`src/rtl/multi_key_debounce.sv`:
```
// Multi-channel key debouncer.
// Every channel runs on its own: a 2-FF synchroniser, optional polarity
// inversion, then a counter debounce. Each channel produces a debounced level,
// registered press and release pulses, and long-press auto-repeat pulses.
// All outputs are plain registered signals in the clk domain.
module multi_key_debounce #(
   parameter int NUM_KEYS   = 5,
   parameter int CNT_W      = 20,
   parameter int CNT_MAX    = 9,
   parameter int ACTIVE_LOW = 0,
   parameter int HOLD_MAX   = 50,
   parameter int REPEAT_MAX = 20
) (
   input  logic                clk,
   input  logic                rst,
   input  logic [NUM_KEYS-1:0] key_in,
   input  logic                repeat_en,
   output logic [NUM_KEYS-1:0] key_level,
   output logic [NUM_KEYS-1:0] key_press,
   output logic [NUM_KEYS-1:0] key_release,
   output logic [NUM_KEYS-1:0] key_repeat,
   output logic                any_press
);

   localparam logic             POL      = (ACTIVE_LOW != 0);
   localparam logic [CNT_W-1:0] CNT_LIM  = CNT_W'(CNT_MAX);
   localparam logic [CNT_W-1:0] HOLD_LIM = CNT_W'(HOLD_MAX);
   localparam logic [CNT_W-1:0] REP_LIM  = CNT_W'(REPEAT_MAX);
   localparam logic [CNT_W-1:0] ONE      = CNT_W'(1);

   logic [NUM_KEYS-1:0]            norm;
   logic [NUM_KEYS-1:0]            sync1;
   logic [NUM_KEYS-1:0]            sync2;
   logic [NUM_KEYS-1:0]            stable;
   logic [NUM_KEYS-1:0]            stable_nxt;
   logic [NUM_KEYS-1:0]            stable_d;
   logic [NUM_KEYS-1:0][CNT_W-1:0] cnt;
   logic [NUM_KEYS-1:0][CNT_W-1:0] cnt_nxt;
   logic [NUM_KEYS-1:0][CNT_W-1:0] hcnt;
   logic [NUM_KEYS-1:0][CNT_W-1:0] hcnt_nxt;
   logic [NUM_KEYS-1:0]            ph;
   logic [NUM_KEYS-1:0]            ph_nxt;
   logic [NUM_KEYS-1:0]            press_nxt;
   logic [NUM_KEYS-1:0]            release_nxt;
   logic [NUM_KEYS-1:0]            repeat_nxt;

   // Normalise polarity so everything downstream treats 1 as "pressed".
   assign norm      = key_in ^ {NUM_KEYS{POL}};
   assign key_level = stable;

   // Two-flop synchroniser for the asynchronous raw inputs.
   always_ff @(posedge clk or posedge rst) begin
      if (rst) begin
         sync1 <= '0;
         sync2 <= '0;
      end else begin
         sync1 <= norm;
         sync2 <= sync1;
      end
   end

   // Debounce: accept a new level after CNT_MAX+1 consecutive differing samples.
   always_comb begin
      stable_nxt = stable;
      cnt_nxt    = '0;
      for (int i = 0; i < NUM_KEYS; i++) begin
         if (sync2[i] != stable[i]) begin
            if (cnt[i] == CNT_LIM) begin
               stable_nxt[i] = sync2[i];
               cnt_nxt[i]    = '0;
            end else begin
               cnt_nxt[i] = cnt[i] + ONE;
            end
         end
      end
   end

   // Debounce state registers.
   always_ff @(posedge clk or posedge rst) begin
      if (rst) begin
         stable   <= '0;
         stable_d <= '0;
         cnt      <= '0;
      end else begin
         stable   <= stable_nxt;
         stable_d <= stable;
         cnt      <= cnt_nxt;
      end
   end

   // Edge detection on the debounced level, one cycle after the level moves.
   always_comb begin
      press_nxt   = stable & ~stable_d;
      release_nxt = ~stable & stable_d;
   end

   // Auto-repeat: hold phase counts to HOLD_MAX, then repeat phase counts to
   // REPEAT_MAX. The counter restarts at 1 on a pulse so the spacing between
   // successive pulses equals the limit. A pulse is suppressed if the level is
   // about to fall, so no repeat appears in the cycle the key is released.
   always_comb begin
      hcnt_nxt   = hcnt;
      ph_nxt     = ph;
      repeat_nxt = '0;
      for (int i = 0; i < NUM_KEYS; i++) begin
         if (!stable[i] || !repeat_en) begin
            hcnt_nxt[i] = '0;
            ph_nxt[i]   = 1'b0;
         end else if (!ph[i] && (hcnt[i] == HOLD_LIM)) begin
            repeat_nxt[i] = stable_nxt[i];
            ph_nxt[i]     = 1'b1;
            hcnt_nxt[i]   = ONE;
         end else if (ph[i] && (hcnt[i] == REP_LIM)) begin
            repeat_nxt[i] = stable_nxt[i];
            hcnt_nxt[i]   = ONE;
         end else begin
            hcnt_nxt[i] = hcnt[i] + ONE;
         end
      end
   end

   // Hold/repeat state registers.
   always_ff @(posedge clk or posedge rst) begin
      if (rst) begin
         hcnt <= '0;
         ph   <= '0;
      end else begin
         hcnt <= hcnt_nxt;
         ph   <= ph_nxt;
      end
   end

   // Registered output pulses; any_press is aligned with key_press.
   always_ff @(posedge clk or posedge rst) begin
      if (rst) begin
         key_press   <= '0;
         key_release <= '0;
         key_repeat  <= '0;
         any_press   <= 1'b0;
      end else begin
         key_press   <= press_nxt;
         key_release <= release_nxt;
         key_repeat  <= repeat_nxt;
         any_press   <= |press_nxt;
      end
   end

endmodule

```
`config.mk`:
```
export PLATFORM = sky130hd
export DESIGN_NAME = multi_key_debounce
export DESIGN_NICKNAME = d
export VERILOG_FILES = /design/src/rtl/multi_key_debounce.sv
export SDC_FILE = /design/constraint.sdc
export NUM_CORES = 1
export LEC_CHECK = 0
export BUFFER_PORTS_ARGS = -buffer_cell sky130_fd_sc_hd__buf_4
export CORE_UTILIZATION = 30
export DETAILED_ROUTE_END_ITERATION = 6
export HOLD_SLACK_MARGIN = 0.15
export SLEW_MARGIN = 20
export SYNTH_ARGS = -nofsm -noshare
export SYNTH_HDL_FRONTEND = slang
export SYNTH_SLANG_ARGS = --single-unit
```
`constraint.sdc`:
```
create_clock -name clk -period 10.6 [get_ports clk]
set_input_delay 1.59 -clock clk [delete_from_list [all_inputs] [get_ports clk]]
set_output_delay 1.59 -clock clk [all_outputs]
set_load 0.02 [all_outputs]
```
; ---- Yosys cells after proc, flatten, opt, wreduce, memory -nomap -nowiden
; Index checks and enable logic that the tools add are counted.
[word_totals]
reg_bits = 241
inputBits = 8
out_inout_bits = 21
[op_classes]
n_addsub = 10
n_eq_ne = 20
mux = 60
bitwise = 4
reduce_logical = 32
[ops]
columns = cell, n
row1 = two-way mux 20 bit, 25
row2 = adder 20 x 1 -> 20 bit (second input constant), 10
row3 = == test 20 x 4 -> 1 bit (second input constant), 5
row4 = == test 20 x 5 -> 1 bit (second input constant), 5
row5 = == test 20 x 6 -> 1 bit (second input constant), 5
row6 = two-way mux 1 bit, 35
row7 = zero test 1 bit, 11
row8 = AND 5 bit, 2
row9 = logical AND 1 bit, 10
row10 = NOT 5 bit, 2
row11 = nonzero test 2 bit, 5
row12 = logical OR 1 bit, 5
row13 = != test 1 bit, 5
row14 = OR reduction 5 bit, 1

; ---- Depth between registers and ports, before layout
[depth]
ltp_word = 6
mapped_depth = 7
ltp_nobuf = 6

; ---- Worst setup path after synthesis
; No wires, ideal clock.
[synth_path]
path_type = input-to-reg
startpoint = input repeat_en
endpoint = register hcnt[65] in the netlist's numbering
setup_time_ps = 132
t_arrival_ps = 2390
setup_slack_ps = 8078
cell_stages = 4
n_path_buf = 1
cell_sequence = and2_1 o21ai_1 clkbuf_1 nor2_1
[synth_lines]
columns = item, line_no
row1 = from (decl), 17  ; input logic repeat_en,
row2 = to (signal assigned), 128  ; hcnt <= hcnt_nxt;
row3 = to (decl), 39  ; logic [NUM_KEYS-1:0][CNT_W-1:0] hcnt;

; ---- Worst setup path in the final report
[layout_path]
startpoint = register stable[1] (netlist: key_level[1])
endpoint = output key_level[1]
[layout_lines]
columns = item, line_no
row1 = from (decl), 34  ; logic [NUM_KEYS-1:0] stable;
row2 = from (signal assigned), 85  ; stable <= stable_nxt;
row3 = to (decl), 18  ; output logic [NUM_KEYS-1:0] key_level,
; No word-level cell between the ends.

==> run metrics <==
Core Util, Final=34.9%; grt total ovfl=0; Sw Share=23.1%; register area share after synthesis=51.2%; Port Buffers=28; count of cell types in the netlist=47; ys async rst share=100%; Post-route DRC=0; Startpoint Class=flop; Final nets=1,269; most common cell after layout, fill and taps aside=dfrtp_1; Reg2Reg Depth=5; worst stage delay on the critical path=0.53 ns; CP Depth=1; top-area cell type share of the netlist area=51.2%; adder-cell share of the synthesized area=2.66%; Layout area overhead=14.7%; Int Pwr=1.53 mW; postcts setup bufs=0; Initial DRC Count=555; Post-Route Setup TNS=0 ns; Tot GR Track Use=12.1%; GPL Wtd Cong=0.797; switching pwr=0.461 mW; DIE AREA=0.0400 mm²; CTS tree=yes; Flop pwr share=48.3%; P per Cell Area=148 mW/mm²; Non-Filler Instances=1,771; Synth area leader=dfrtp_1; worst hold-check path type=reg -> reg; core area=0.0386 mm²; most frequent cells in the layout=241 x dfrtp_1, 161 x nor2_1, 74 x nand3_1; Worst Tran Pin Value=0.939 ns; Post-CTS Resized=0; die width=200 µm; Worst EP arrival=1.27 ns; fin crit share=27.0%; Tmin final=2.86 ns; post-synthesis xor/xnor area fraction=9.60%; Post-Syn Instances=1,200; largest family of logic cells by synthesized area=simple AND/OR/NAND/NOR gates; Root Buffer Master=clkbuf_16; first-pass GRT wire length=41.8 mm; Post-Syn Nets=1,233; antenna violations before repair=0; Min Hold Slack=0.349 ns; # diodes=0; worst-skew pair later-pin latency=0.54 ns; # H-tree levels=1; Max Cap Violations=0; P_leak=5.30 nW; simple-gate share of the synthesized area=26.5%; register-to-register setup slack=8.35 ns; CP Buf/Inv Count=1; Layout Skew=0.00943 ns; FMAX=350 MHz; Post-CTS Hold Buffers=0; clock network fraction of design power=46.6%; Synth Register Bits=241; Slew Viols, Final=0; total power=1.99 mW; Crit-path slowest cell=dfrtp_1; HPWL Detailed=16.1 mm; first drt pass iteration count=4; DRT antenna net count=0; area of the multi-input gates=0.00547 mm²; Hold Path Stages=0; Max-slew headroom=37.4%; clock sink count=241; Crit. End Element=output port; I/O pins=29; Worst EP required=9.01 ns; # rows=72; cell family with most CP delay=flip-flops; layout cells sized above 1=8.30%; via count=8,837; largest net degree at the start of global routing=105; Compound-Gate Fraction of Synth Area=6.92%; Final Hold Violating Endpoints=0; WS Path Type=reg -> out; initial core utilization=30.5%; Max FO, Critical Path=7; routed length per instance=13.5 µm; status=complete, no violations; die height=200 µm; worst vdd ir=0.000103 V; ys flop type=dfrtp_1; post-synthesis mux area share=0.563%; dominant cells by area after synthesis=dfrtp_1 51%, nor2_1 5.1%, xnor2_1 4.8%, xor2_1 4.8%, nand3_1 3.1%; total wire length=23.9 mm; Post-Syn Area=0.0118 mm²; combinational power share=5.1%; Reg clk slew, reported paths=0.06 ns; vias in the first global route=8,499; Setup violations, final=0; RSZ-0062 raised after global routing=no; ordered cell list for the critical path=buf_4; vias per cell=4.99; Seq. cell area=0.00603 mm²; number of synthesized flops with an enable pin=0; clock buffer count from CTS=27; YS warnings=0; fillers=3,861; Max Root-Sink Buffers=3; syn_area_per_cell=9.81 µm²; DP Cell Count=1,725
## sequential cells by signal (all words and copies together), names as in the netlist, 5 cells and up
register	count
cnt	100
key_release	5
sync2	5
key_repeat	5
ph	5
stable_d	5
hcnt	100
key_level	5
sync1	5
key_press	5
## cell type report
| class | instances | share of cell area [%] |
|---|---|---|
| inverter | 45 | 1.31 |
| sequential | 241 | 44.7 |
| timing repair buffer | 40 | 2.22 |
| tap | 518 | 4.80 |
| multi-input combinational | 881 | 40.5 |
| clock buffer | 35 | 5.45 |
| clock inverter | 11 | 1.06 |
## per-layer routing
metal  vias up  global-route usage [%]  wire length [µm]
met4         0                    3.65               460
met3        31                    1.77               741
li1       4358                       -                 -
met1      4355                    17.0             11600
met2        93                    19.3             11100
met5         -                       0                 0
## power by group through the flow
| stage | clock (mW) | combinational (mW) | sequential (mW) |
|---|---|---|---|
| after detailed placement | 0 | 0.106 | 0.981 |
| after CTS | 0.964 | 0.106 | 0.964 |
| after global placement | 0 | 0.104 | 0.980 |
| final | 0.929 | 0.102 | 0.964 |
| after global routing | 1.00 | 0.118 | 0.967 |
| after floorplan | 0 | 0.0633 | 0.980 |
## cells in the mapped netlist (11+ instances only)
library cell	number
and3_1	19
nor4_1	49
inv_1	45
xor2_1	64
nor2_1	161
dfrtp_1	241
nor3_1	34
nand4_1	55
or4_1	31
o31ai_1	29
a21oi_1	58
and4_1	19
ha_1	25
o21a_1	11
nand2_1	58
xnor2_1	65
clkbuf_1	30
or3_1	31
nand3_1	74
o21ai_0	29
## final timing paths
check / startpoint / end
setup / recovery: key_level[1] / key_level[1]
hold / removal: sync1[0] / sync2[0]
setup reg to reg: cnt[0] / cnt[18]
hold reg to reg: sync1[0] / sync2[0]
max in group asynchronous: rst / hcnt[72]
min in group asynchronous: rst / cnt[15]
## per-stage QoR
stage | instance area [µm²] | worst slack [ns]
after floorplan | 11800 | 2.39
after global placement | 12600 | 7.32
after detailed placement | 12600 | 7.29
after CTS | 13500 | 7.69
after global routing | 13500 | 7.66
final | 13500 | 7.74
## logic make-up after synthesis
logic type | count (synthesis)
muxes | 6
xor gates and xnor gates | 129
adders and majority gates | 25
DFF | 241
AOI/OAI and AO/OA | 137
buffers and inverters | 78
and+or+nand+nor | 584
(Power assumes the default switching activity.)
